File: config.mk
export PLATFORM = sky130hd
export DESIGN_NAME = ioctl_mem_arbiter
export DESIGN_NICKNAME = d
export VERILOG_FILES = /design/src/rtl/ioctl_arb_pkg.sv /design/src/rtl/ioctl_wr_slot.sv /design/src/rtl/ioctl_mem_arbiter.sv
export SDC_FILE = /design/constraint.sdc
export NUM_CORES = 1
export LEC_CHECK = 0
export BUFFER_PORTS_ARGS = -buffer_cell sky130_fd_sc_hd__buf_2
export CORE_MARGIN = 2
export CORE_UTILIZATION = 45
export DETAILED_ROUTE_END_ITERATION = 10
export PLACE_DENSITY = 0.73
export SYNTH_ARGS = -nofsm -noshare
export SYNTH_HDL_FRONTEND = slang
export SYNTH_SLANG_ARGS = --single-unit
File: constraint.sdc
create_clock -name clk_memory -period 4.1 [get_ports clk_memory]
set_input_delay 0.205 -clock clk_memory [delete_from_list [all_inputs] [get_ports clk_memory]]
set_output_delay 0.205 -clock clk_memory [all_outputs]
set_load 0.1 [all_outputs]
File: src/rtl/ioctl_arb_pkg.sv
// Shared types and constants for the ioctl / core memory-port arbiter.
// Each download slot owns a 1 MiB window; slot n starts at n << 20.
package ioctl_arb_pkg;

  typedef enum logic [1:0] {
    ST_IDLE = 2'd0,
    ST_WR   = 2'd1,
    ST_RD   = 2'd2
  } arb_state_e;

  localparam int NREGIONS_DEF = 4;

  // Bases are stored 32 bits wide; the arbiter sizes them to its address width.
  localparam logic [15:0][31:0] REGION_BASE = {
    32'h0F00000, 32'h0E00000, 32'h0D00000, 32'h0C00000,
    32'h0B00000, 32'h0A00000, 32'h0900000, 32'h0800000,
    32'h0700000, 32'h0600000, 32'h0500000, 32'h0400000,
    32'h0300000, 32'h0200000, 32'h0100000, 32'h0000000
  };

endpackage

File: src/rtl/ioctl_wr_slot.sv
// Single-entry ioctl write buffer with a sticky overflow flag.
// A load in the same cycle as a drain refills the entry, so it stays full.
module ioctl_wr_slot #(
  parameter int AW = 27,
  parameter int DW = 8
) (
  input  logic          clk_i,
  input  logic          rst_ni,
  input  logic          load_i,
  input  logic          drain_i,
  input  logic          clr_ovf_i,
  input  logic [AW-1:0] addr_i,
  input  logic [DW-1:0] data_i,
  output logic          full_o,
  output logic [AW-1:0] addr_o,
  output logic [DW-1:0] data_o,
  output logic          accept_o,
  output logic          overflow_o
);

  logic          full_q, full_d;
  logic          ovf_q, ovf_d;
  logic [AW-1:0] addr_q;
  logic [DW-1:0] data_q;
  logic          accept, drop;

  assign accept = load_i && (!full_q || drain_i);
  assign drop   = load_i && full_q && !drain_i;

  always_comb begin
    full_d = full_q;
    ovf_d  = ovf_q;
    if (accept) begin
      full_d = 1'b1;
    end else if (drain_i) begin
      full_d = 1'b0;
    end
    // A drop in the same cycle as the clear still counts as an overflow.
    if (drop) begin
      ovf_d = 1'b1;
    end else if (clr_ovf_i) begin
      ovf_d = 1'b0;
    end
  end

  always_ff @(posedge clk_i or negedge rst_ni) begin
    if (!rst_ni) begin
      full_q <= 1'b0;
      ovf_q  <= 1'b0;
    end else begin
      full_q <= full_d;
      ovf_q  <= ovf_d;
    end
  end

  always_ff @(posedge clk_i) begin
    if (accept) begin
      addr_q <= addr_i;
      data_q <= data_i;
    end
  end

  assign full_o     = full_q;
  assign addr_o     = addr_q;
  assign data_o     = data_q;
  assign accept_o   = accept;
  assign overflow_o = ovf_q;

endmodule

File: src/rtl/ioctl_mem_arbiter.sv
// Shares one memory port between ioctl download writes and core reads, and holds
// the core in reset across downloads. Define IOCTL_ARB_CHECKSUM_EN for dl_checksum.
module ioctl_mem_arbiter
  import ioctl_arb_pkg::*;
#(
  parameter int AW         = 27,
  parameter int DW         = 8,
  parameter int NREGIONS   = NREGIONS_DEF,
  parameter int RESET_HOLD = 16
) (
  input  logic          clk_memory,
  input  logic          reset_n,
  input  logic          ioctl_download,
  input  logic [15:0]   ioctl_index,
  input  logic          ioctl_wr,
  input  logic [AW-1:0] ioctl_addr,
  input  logic [DW-1:0] ioctl_data,
  input  logic          core_rd,
  input  logic [AW-1:0] core_addr,
  output logic          core_rd_ack,
  output logic [DW-1:0] core_rd_data,
  output logic          mem_req,
  output logic          mem_we,
  output logic [AW-1:0] mem_addr,
  output logic [DW-1:0] mem_wdata,
  input  logic          mem_ack,
  input  logic [DW-1:0] mem_rdata,
  output logic          core_reset,
  output logic          wr_overflow,
  output logic          dl_done
`ifdef IOCTL_ARB_CHECKSUM_EN
  ,
  output logic [31:0]   dl_checksum
`endif
);

  localparam int              CNT_W     = $clog2(RESET_HOLD + 1);
  localparam logic [CNT_W-1:0] HOLD_INIT = CNT_W'(RESET_HOLD);
  localparam logic [15:0]     NREG_LIM  = 16'(NREGIONS);

  arb_state_e    state_q, state_d;
  logic          mem_req_q, mem_req_d;
  logic          mem_we_q, mem_we_d;
  logic [AW-1:0] mem_addr_q, mem_addr_d;
  logic [DW-1:0] mem_wdata_q, mem_wdata_d;
  logic          rd_ack_q, rd_ack_d;
  logic [DW-1:0] rd_data_q, rd_data_d;

  logic             dl_q;
  logic             core_reset_q, core_reset_d;
  logic [CNT_W-1:0] hold_q, hold_d;
  logic             dl_seen_q, dl_seen_d;
  logic             dl_done_q, dl_done_d;

  logic          dl_rise, idx_ok, launch_wr, rel_ok;
  logic [AW-1:0] wr_addr;
  logic          slot_full, slot_accept, slot_ovf;
  logic [AW-1:0] slot_addr;
  logic [DW-1:0] slot_data;

  assign dl_rise = ioctl_download && !dl_q;
  assign idx_ok  = ioctl_index < NREG_LIM;
  // Relocation wraps modulo 2^AW.
  assign wr_addr = AW'(REGION_BASE[ioctl_index[3:0]]) + ioctl_addr;

  ioctl_wr_slot #(
    .AW(AW),
    .DW(DW)
  ) u_slot (
    .clk_i      (clk_memory),
    .rst_ni     (reset_n),
    .load_i     (ioctl_wr && idx_ok),
    .drain_i    (launch_wr),
    .clr_ovf_i  (dl_rise),
    .addr_i     (wr_addr),
    .data_i     (ioctl_data),
    .full_o     (slot_full),
    .addr_o     (slot_addr),
    .data_o     (slot_data),
    .accept_o   (slot_accept),
    .overflow_o (slot_ovf)
  );

  // Writes beat reads; a read is not re-launched in its own ack cycle while
  // the core is still holding core_rd high.
  always_comb begin
    state_d     = state_q;
    mem_req_d   = mem_req_q;
    mem_we_d    = mem_we_q;
    mem_addr_d  = mem_addr_q;
    mem_wdata_d = mem_wdata_q;
    rd_ack_d    = 1'b0;
    rd_data_d   = rd_data_q;
    launch_wr   = 1'b0;
    case (state_q)
      ST_IDLE: begin
        if (slot_full) begin
          state_d     = ST_WR;
          launch_wr   = 1'b1;
          mem_req_d   = 1'b1;
          mem_we_d    = 1'b1;
          mem_addr_d  = slot_addr;
          mem_wdata_d = slot_data;
        end else if (core_rd && !core_reset_q && !rd_ack_q) begin
          state_d    = ST_RD;
          mem_req_d  = 1'b1;
          mem_we_d   = 1'b0;
          mem_addr_d = core_addr;
        end
      end
      ST_WR: begin
        if (mem_ack) begin
          state_d   = ST_IDLE;
          mem_req_d = 1'b0;
        end
      end
      ST_RD: begin
        if (mem_ack) begin
          state_d   = ST_IDLE;
          mem_req_d = 1'b0;
          rd_ack_d  = 1'b1;
          rd_data_d = mem_rdata;
        end
      end
      default: state_d = ST_IDLE;
    endcase
  end

  always_ff @(posedge clk_memory or negedge reset_n) begin
    if (!reset_n) begin
      state_q     <= ST_IDLE;
      mem_req_q   <= 1'b0;
      mem_we_q    <= 1'b0;
      mem_addr_q  <= '0;
      mem_wdata_q <= '0;
      rd_ack_q    <= 1'b0;
      rd_data_q   <= '0;
    end else begin
      state_q     <= state_d;
      mem_req_q   <= mem_req_d;
      mem_we_q    <= mem_we_d;
      mem_addr_q  <= mem_addr_d;
      mem_wdata_q <= mem_wdata_d;
      rd_ack_q    <= rd_ack_d;
      rd_data_q   <= rd_data_d;
    end
  end

  // Hold-off only counts once the download has ended and the last write drained.
  assign rel_ok = core_reset_q && !ioctl_download && !slot_full && (state_q == ST_IDLE);

  always_comb begin
    core_reset_d = core_reset_q;
    hold_d       = hold_q;
    dl_seen_d    = dl_seen_q;
    dl_done_d    = 1'b0;
    if (dl_rise) begin
      core_reset_d = 1'b1;
      hold_d       = HOLD_INIT;
      dl_seen_d    = 1'b1;
    end else if (rel_ok) begin
      if (hold_q <= CNT_W'(1)) begin
        core_reset_d = 1'b0;
        dl_done_d    = dl_seen_q;
        dl_seen_d    = 1'b0;
      end else begin
        hold_d = hold_q - CNT_W'(1);
      end
    end
  end

  always_ff @(posedge clk_memory or negedge reset_n) begin
    if (!reset_n) begin
      dl_q         <= 1'b0;
      core_reset_q <= 1'b1;
      hold_q       <= HOLD_INIT;
      dl_seen_q    <= 1'b0;
      dl_done_q    <= 1'b0;
    end else begin
      dl_q         <= ioctl_download;
      core_reset_q <= core_reset_d;
      hold_q       <= hold_d;
      dl_seen_q    <= dl_seen_d;
      dl_done_q    <= dl_done_d;
    end
  end

`ifdef IOCTL_ARB_CHECKSUM_EN
  logic [31:0] csum_q, csum_d;

  always_comb begin
    csum_d = dl_rise ? 32'd0 : csum_q;
    if (slot_accept) begin
      csum_d = csum_d + 32'(ioctl_data);
    end
  end

  always_ff @(posedge clk_memory or negedge reset_n) begin
    if (!reset_n) begin
      csum_q <= 32'd0;
    end else begin
      csum_q <= csum_d;
    end
  end

  assign dl_checksum = csum_q;
`else
  logic unused_accept;
  assign unused_accept = slot_accept;
`endif

  assign mem_req      = mem_req_q;
  assign mem_we       = mem_we_q;
  assign mem_addr     = mem_addr_q;
  assign mem_wdata    = mem_wdata_q;
  assign core_rd_ack  = rd_ack_q;
  assign core_rd_data = rd_data_q;
  assign core_reset   = core_reset_q;
  assign wr_overflow  = slot_ovf;
  assign dl_done      = dl_done_q;

endmodule
==> impl_metrics.json, run 1 <==
{
  "grt_usage": 0.172,
  "drtPass1Iterations": 4,
  "dpl.hpwl_mm": 6.09,
  "status": "complete, no violations",
  "drive_above_1_share": 0.575,
  "synth_compound_area_frac": 0.0433,
  "startpoint": "state_q[0]",
  "crit_type": "reg2reg",
  "crit_fanout": 35,
  "drt_wl_total_mm": 8.28,
  "rsz0062_at_grt": "no",
  "synthMuxAreaShare": 0.218,
  "first_global_vias": 2782,
  "clock_sinks": 94,
  "drv_slew": 0,
  "synth_fa_ha_area_frac": 0.0323,
  "cts_max_path_buffers": 2,
  "synth_top_family_by_area": "multiplexers",
  "cts_setup_buffers": 0,
  "die-height_um": 99.5,
  "gp_congestion": 0.829,
  "avgSynthCellArea_um2": 15.8,
  "max_slew.worst_pin.slew_ps": 1020,
  "syn_inst": 259,
  "tns_ps": 0,
  "leakage_nw": 2.32,
  "ir_drop_uv": 418,
  "synth_async_sr_flop_share": 0.628,
  "cp.required_ps": 4050,
  "cp_cell_sequence": "inv_1, ha_1, nand2b_1, nor2b_4",
  "fin_nets": 506,
  "hold_viol": 0,
  "ys_ff_latch": 94,
  "gr-total-overflow": 0,
  "route.detailed.drc": 0,
  "hold_buffers": 0,
  "io_buffers": 140,
  "endpoint": "u_slot.data_o[3]",
  "drt_first_iter_violations": 76,
  "rr_startpoint": "state_q[0]",
  "cts_buffers": 9,
  "ys.flop_type": "dfrtp_1",
  "whs_ps": 12.2,
  "period_needed_ps": 2280,
  "synth_edf_count": 35,
  "synth_simple_gate_area_frac": 0.0537,
  "setup.worst_path.start_class": "flop",
  "vias_per_cell": 5.03,
  "ys_types": 42,
  "cts_tree": "yes",
  "reg2regPathDepth": 4,
  "yosys.area_share.xor_xnor": 0.0107,
  "worstSetupEndpointType": "flop",
  "core-area_um2": 8760,
  "fp.dieW_um": 99.5,
  "syn_area_um2": 4100,
  "io-pin-count": 141,
  "yosys_warnings": 0,
  "antenna_cells": 0,
  "grt_max_degree": 60,
  "r2r_slack_ps": 1820,
  "antenna_left": 0,
  "fp-row-count": 34,
  "critPathArrivalTime_ps": 2230,
  "wire_per_inst_um": 16.0,
  "p_total_mw": 4.24,
  "vias": 2603,
  "h-tree-depth": 3,
  "p_per_area_nw_per_um2": 835,
  "cap_violations": 0,
  "cts-root-buf": "clkbuf_8",
  "setup_viol": 0,
  "max_stage_delay_ps": 840,
  "cts_resized": 0,
  "fin_util": 0.579,
  "syn-num-nets": 361,
  "initial_utilization": 0.468,
  "finalClockSkew_ps": 11.4,
  "hold_path.class": "in2async",
  "worstSkewPairLatency_ps": 340,
  "syn_to_final_growth_pct": 23.7,
  "worst_path_max_delay_cell": "nor2b_4",
  "clk_pin_slew_worst_paths_ps": 90,
  "fmax_ghz": 0.439,
  "fin_crit_sh": 0.556,
  "die-area_um2": 9900,
  "synth-seq-area-share": 0.617,
  "slew_headroom": 0.319,
  "r2r_end": "u_slot.data_o[3]",
  "grt_pass1_wl_mm": 13.3,
  "antenna_found_initial": 0
}
## layer usage
metal | wire [um] | vias up | global-route usage
li1 | - | 1242 | -
met1 | 3440 | 1275 | 0.214
met2 | 4350 | 74 | 0.300
met3 | 324 | 12 | 0.0302
met4 | 164 | 0 | 0.0674
met5 | 0 | - | 0
## state kept, by name (all words and copies together) (netlist names), 2 cells and up
name           flops
state_q            2
core_rd_data       8
u_slot.addr_o     27
mem_addr          27
hold_q             5
u_slot.data_o      8
mem_wdata          8
## critical path, delay by kind of cell (launching register included)
| kind | cells | cell delay, ps |
|---|---|---|
| adders and majority gates | 1 | 330 |
| buffers and inverters | 1 | 100 |
| DFF | 1 | 420 |
| and+or+nand+nor | 2 | 1030 |
## report_power, final
| group | leakage (nW) | internal [mW] | switching (mW) |
|---|---|---|---|
| clock network | 0.0981 | 0.282 | 0.306 |
| registers | 1.03 | 1.21 | 0.149 |
| logic | 1.19 | 0.495 | 1.79 |
| total | 2.32 | 1.99 | 2.25 |
## metrics by stage
stage	std cells	instance area, um2	worst slack (ps)
2_1_floorplan	259	4100	1200
3_3_place_gp	501	4890	1860
3_5_place_dp	501	4890	1810
4_1_cts	517	5080	1800
5_1_grt	517	5080	1660
6_report	517	5080	1820
## worst min-delay path by stage
stage	from	end	slack, ps
5_1_grt	ioctl_addr[16]	u_slot.addr_o[16]	4
4_1_cts	ioctl_download	dl_q	7
2_1_floorplan	reset_n	core_rd_ack	-90
3_3_place_gp	ioctl_download	dl_q	370
3_5_place_dp	ioctl_download	dl_q	370
6_report	reset_n	mem_addr[13]	10
## cells in the final DEF, fill, tap and decap left out, types with 2 or more instances in the layout
cell / n
nor4_1: 2
edfxtp_1: 35
nand2b_1: 4
clkbuf_8: 9
mux2_2: 50
o21ai_0: 5
ha_1: 9
a21oi_1: 5
a21o_1: 2
xor2_1: 4
or3_4: 2
mux2_4: 20
o21bai_1: 3
nor3_1: 2
dfstp_2: 2
dfrtp_1: 57
nand2_1: 9
inv_1: 8
buf_2: 140
mux2i_1: 3
nand3_1: 4
o211ai_1: 3
nor2b_1: 2
clkinv_2: 2
nor2_1: 3
buf_4: 2
## cell type report
type	instances	area, um2
Fill cell	729	3690
Sequential cell	94	2530
Inverter	8	30.0
Timing Repair Buffer	142	716
Clock buffer	10	128
Tap cell	108	135
Multi-Input combinational cell	149	1480
Clock inverter	6	61.3
## cells by family after synthesis
group                      Yosys count
AOI/OAI and AO/OA                   26
xor gates and xnor gates             5
adders and majority gates           10
buffers and inverters               16
DFF                                 94
muxes                               73
and+or+nand+nor                     35
## synthesized netlist by cell type (all sizes together) (2+ instances only)
library cell / number / area [um2]
mux2: 70 / 863
dfrtp: 57 / 1430
edfxtp: 35 / 1050
ha: 9 / 113
nand2: 9 / 33.8
inv: 8 / 30.0
buf: 7 / 71.3
o21ai: 6 / 30.0
a21oi: 5 / 25.0
nand2b: 4 / 25.0
nand3: 4 / 20.0
xor2: 4 / 35.0
mux2i: 3 / 30.0
nor2: 3 / 11.3
nor2b: 3 / 18.8
o211ai: 3 / 22.5
o21bai: 3 / 22.5
a21o: 2 / 15.0
dfstp: 2 / 52.6
nor3: 2 / 10.0
nor4: 2 / 12.5
or3: 2 / 22.5
Power figures use the tool's default switching activity.
==> run 2, diff against run 1 <==
- PLACE_DENSITY: 0.73 -> 0.76
- clock period: 4.1 -> 1.9 ns (I/O delays scaled with it)
==> impl_metrics.json, run 2 (same netlist as run 1, synthesis figures left out) <==
{
  "cts_buffers": 9,
  "die-area_um2": 9900,
  "crit_type": "reg2reg",
  "antenna_left": 0,
  "fp.dieW_um": 99.5,
  "clock_sinks": 94,
  "grt_max_degree": 25,
  "vias": 2836,
  "final_common_cell": "buf_2",
  "period_needed_ps": 1730,
  "core-area_um2": 8760,
  "tns_ps": 0,
  "syn_to_final_growth_pct": 36.7,
  "io_buffers": 140,
  "grt_pass1_wl_mm": 14.3,
  "crit_fanout": 9,
  "max_slew.worst_pin.slew_ps": 503,
  "antenna_cells": 0,
  "fp-row-count": 34,
  "critPathArrivalTime_ps": 1980,
  "cp.required_ps": 2150,
  "cts_max_path_buffers": 2,
  "drive_above_1_share": 0.541,
  "cap_violations": 0,
  "clk_pin_slew_worst_paths_ps": 90,
  "fin_nets": 552,
  "hold_buffers": 38,
  "worstSkewPairLatency_ps": 360,
  "first_global_vias": 3121,
  "drt_wl_total_mm": 8.93,
  "drv_slew": 0,
  "status": "complete, no violations",
  "leakage_nw": 2.56,
  "cts-root-buf": "clkbuf_8",
  "h-tree-depth": 3,
  "slew_headroom": 0.667,
  "cts_resized": 0,
  "cts_tree": "yes",
  "setup.worst_path.start_class": "flop",
  "drt_first_iter_violations": 104,
  "ir_drop_uv": 1100,
  "antenna_found_initial": 0,
  "p_per_area_nw_per_um2": 1700,
  "worstSetupEndpointType": "flop",
  "hold_viol": 0,
  "rsz0062_at_grt": "no",
  "vias_per_cell": 5.04,
  "setup_viol": 0,
  "fillerInstances": 660,
  "io-pin-count": 141,
  "place_area_um2": 4990,
  "gr-total-overflow": 0,
  "worst_slack_ps": 170,
  "drtPass1Iterations": 4,
  "gp_congestion": 0.817,
  "hold_path.class": "in2reg",
  "die-height_um": 99.5,
  "fin_crit_sh": 0.910,
  "dpl.hpwl_mm": 6.39,
  "grt_usage": 0.186,
  "pre_cts_ws_ps": 145,
  "route.detailed.drc": 0,
  "finalClockSkew_ps": 12.1,
  "cts_setup_buffers": 0,
  "final_cell_mix": "buf_2 (140), dfrtp_1 (56), mux2_2 (50), dlygate4sd3_1 (38), edfxtp_1 (35)",
  "fmax_ghz": 0.578,
  "design_area_um2": 5610,
  "initial_utilization": 0.468,
  "wire_per_inst_um": 15.9
}
==> run 2: routing by layer <==
metal / global-route usage / share of wire
met3: 0.0408 / 0.058
met1: 0.226 / 0.41
met2: 0.332 / 0.52
met4: 0.0558 / 0.011
met5: 0 / 0
==> run 2: final timing paths <==
path | start | end | slack [ps] | cells past startpoint
min | ioctl_addr[20] | u_slot.addr_o[20] | 30 | 2
max | state_q[0] | dl_seen_q | 170 | 5
min in group asynchronous | reset_n | mem_addr[17] | 230 | 2
min reg2reg | u_slot.data_o[6] | mem_wdata[6] | 490 | 1
max reg2reg | state_q[0] | dl_seen_q | 170 | 5
max in group asynchronous | reset_n | mem_addr[2] | 960 | 3
==> run 2: through the flow <==
stage	util	power [mW]	cells	hold WS, ps
after floorplan	-	7.13	259	-201
after CTS	0.640	9.57	563	21.2
after global routing	0.640	9.88	563	33.1
after detailed placement	0.569	7.96	509	74.6
final	0.640	9.51	563	32.2
after global placement	0.569	7.88	509	64.3
==> run 2: power by group <==
part           internal, mW  leakage (nW)  switching, mW
Sequential             2.62          1.03          0.353
Clock                 0.830         0.122          0.709
Combinational          1.13          1.40           3.86
==> run 2: layout make-up <==
class | count | area (um2) | area share
inverters | 8 | 30.0 | 0.00536
clock inverters | 5 | 88.8 | 0.0158
well taps | 108 | 135 | 0.0241
repair buffers | 188 | 1190 | 0.213
flip-flops and latches | 94 | 2530 | 0.451
clock buffers | 11 | 151 | 0.0270
multi-input cells | 149 | 1480 | 0.263
==> run 2: worst max-delay path, stage by stage (launching register included) <==
cell and delay [ps]:
dfrtp_1 410, inv_1 90, ha_1 320, nand4bb_1 190
or3_4 430, a21o_1 180
==> run 3, diff against run 2 <==
- HOLD_SLACK_MARGIN: unset -> 0.1
==> impl_metrics.json, run 3 (same netlist as run 1, synthesis figures left out) <==
{
  "max_slew.worst_pin.slew_ps": 508,
  "cap_violations": 0,
  "fillerInstances": 639,
  "cts_resized": 0,
  "syn_to_final_growth_pct": 40.3,
  "status": "complete, no violations",
  "clk_pin_slew_worst_paths_ps": 100,
  "fin_cells": 578,
  "gr-total-overflow": 0,
  "initial_utilization": 0.468,
  "cts_max_path_buffers": 2,
  "worstSkewPairLatency_ps": 360,
  "setup.worst_path.start_class": "flop",
  "grt_max_degree": 25,
  "fmax_ghz": 0.574,
  "drv_slew": 0,
  "cts_tree": "yes",
  "antenna_left": 0,
  "route.detailed.drc": 0,
  "drt_first_iter_violations": 75,
  "p_total_mw": 9.55,
  "setup_viol": 0,
  "die-area_um2": 9900,
  "grt_pass1_wl_mm": 14.8,
  "critPathArrivalTime_ps": 1990,
  "cts_setup_buffers": 0,
  "gp_congestion": 0.817,
  "finalClockSkew_ps": 12.3,
  "fin_nets": 567,
  "p_per_area_nw_per_um2": 1660,
  "leakage_nw": 2.62,
  "tns_ps": 0,
  "slew_headroom": 0.664,
  "place_inst": 509,
  "drive_above_1_share": 0.523,
  "antenna_cells": 0,
  "cts_buffers": 9,
  "cts-root-buf": "clkbuf_8",
  "first_global_vias": 3203,
  "wire_per_inst_um": 16.2,
  "dpl.hpwl_mm": 6.39,
  "cp.required_ps": 2150,
  "crit_type": "reg2reg",
  "vias": 2920,
  "h-tree-depth": 3,
  "die-height_um": 99.5,
  "grt_usage": 0.193,
  "vias_per_cell": 5.05,
  "drtPass1Iterations": 4,
  "core-area_um2": 8760,
  "fp.dieW_um": 99.5,
  "final_cell_mix": "buf_2 (140), dfrtp_1 (56), dlygate4sd3_1 (53), mux2_2 (50), edfxtp_1 (35)",
  "hold_viol": 0,
  "io_buffers": 140,
  "rsz0062_at_grt": "no",
  "worstSetupEndpointType": "flop",
  "drt_wl_total_mm": 9.37,
  "final_common_cell": "buf_2",
  "io-pin-count": 141,
  "fin_crit_sh": 0.916,
  "hold_path.class": "in2reg",
  "fp-row-count": 34,
  "antenna_found_initial": 0,
  "crit_fanout": 9,
  "clock_sinks": 94,
  "ir_drop_uv": 1100,
  "period_needed_ps": 1740
}
## run 3: worst paths after layout
kind                             startpoint  slack (ps)  cells past startpoint           end
setup / recovery                 state_q[0]         160                      5     dl_seen_q
hold / removal                core_addr[25]         100                      3  mem_addr[25]
setup reg to reg                 state_q[0]         160                      5     dl_seen_q
hold reg to reg            u_slot.data_o[6]         490                      1  mem_wdata[6]
max in group asynchronous           reset_n         960                      3   mem_addr[2]
min in group asynchronous           reset_n         230                      2  mem_addr[17]
## run 3: per-layer routing
layer | up-vias | wire (um) | track usage
met5 | - | 0 | 0
met4 | 0 | 91 | 0.0527
met3 | 8 | 504 | 0.0415
met2 | 103 | 4980 | 0.357
met1 | 1448 | 3800 | 0.227
li1 | 1361 | - | -
## run 3: final cells by class
class / count / area, um2 / share of cell area
clock buffer: 11 / 151 / 0.0263
clock inverter: 5 / 88.8 / 0.0154
inverter: 8 / 30.0 / 0.00522
multi-input combinational: 149 / 1480 / 0.256
sequential: 94 / 2530 / 0.440
tap: 108 / 135 / 0.0235
timing repair buffer: 203 / 1340 / 0.233
## run 3: power by group
group          internal (mW)  switching, mW
sequential              2.62          0.353
clock                  0.830          0.715
combinational           1.16           3.88
total                   4.61           4.95
## run 3: per-stage QoR
stage	utilization	worst slack [ps]	cell area (um2)	hold WS [ps]
finish	0.657	159	5760	102
global route	0.657	68.9	5760	100
CTS	0.656	159	5750	100
detailed placement	0.569	145	4990	74.6
global placement	0.569	218	4990	64.3
floorplan	-	20.8	4110	-201
## run 3: critical path, cell delays in order, from the launching register on
cell	delay, ps
dfrtp_1	410
inv_1	90
ha_1	330
nand4bb_1	200
or3_4	430
a21o_1	180
## run 3: what timing repair did
action / in CTS / in global routing
hold endpoints to repair: 68 / 1
hold buffers: 52 / 1
setup endpoints to repair: 0 / 0
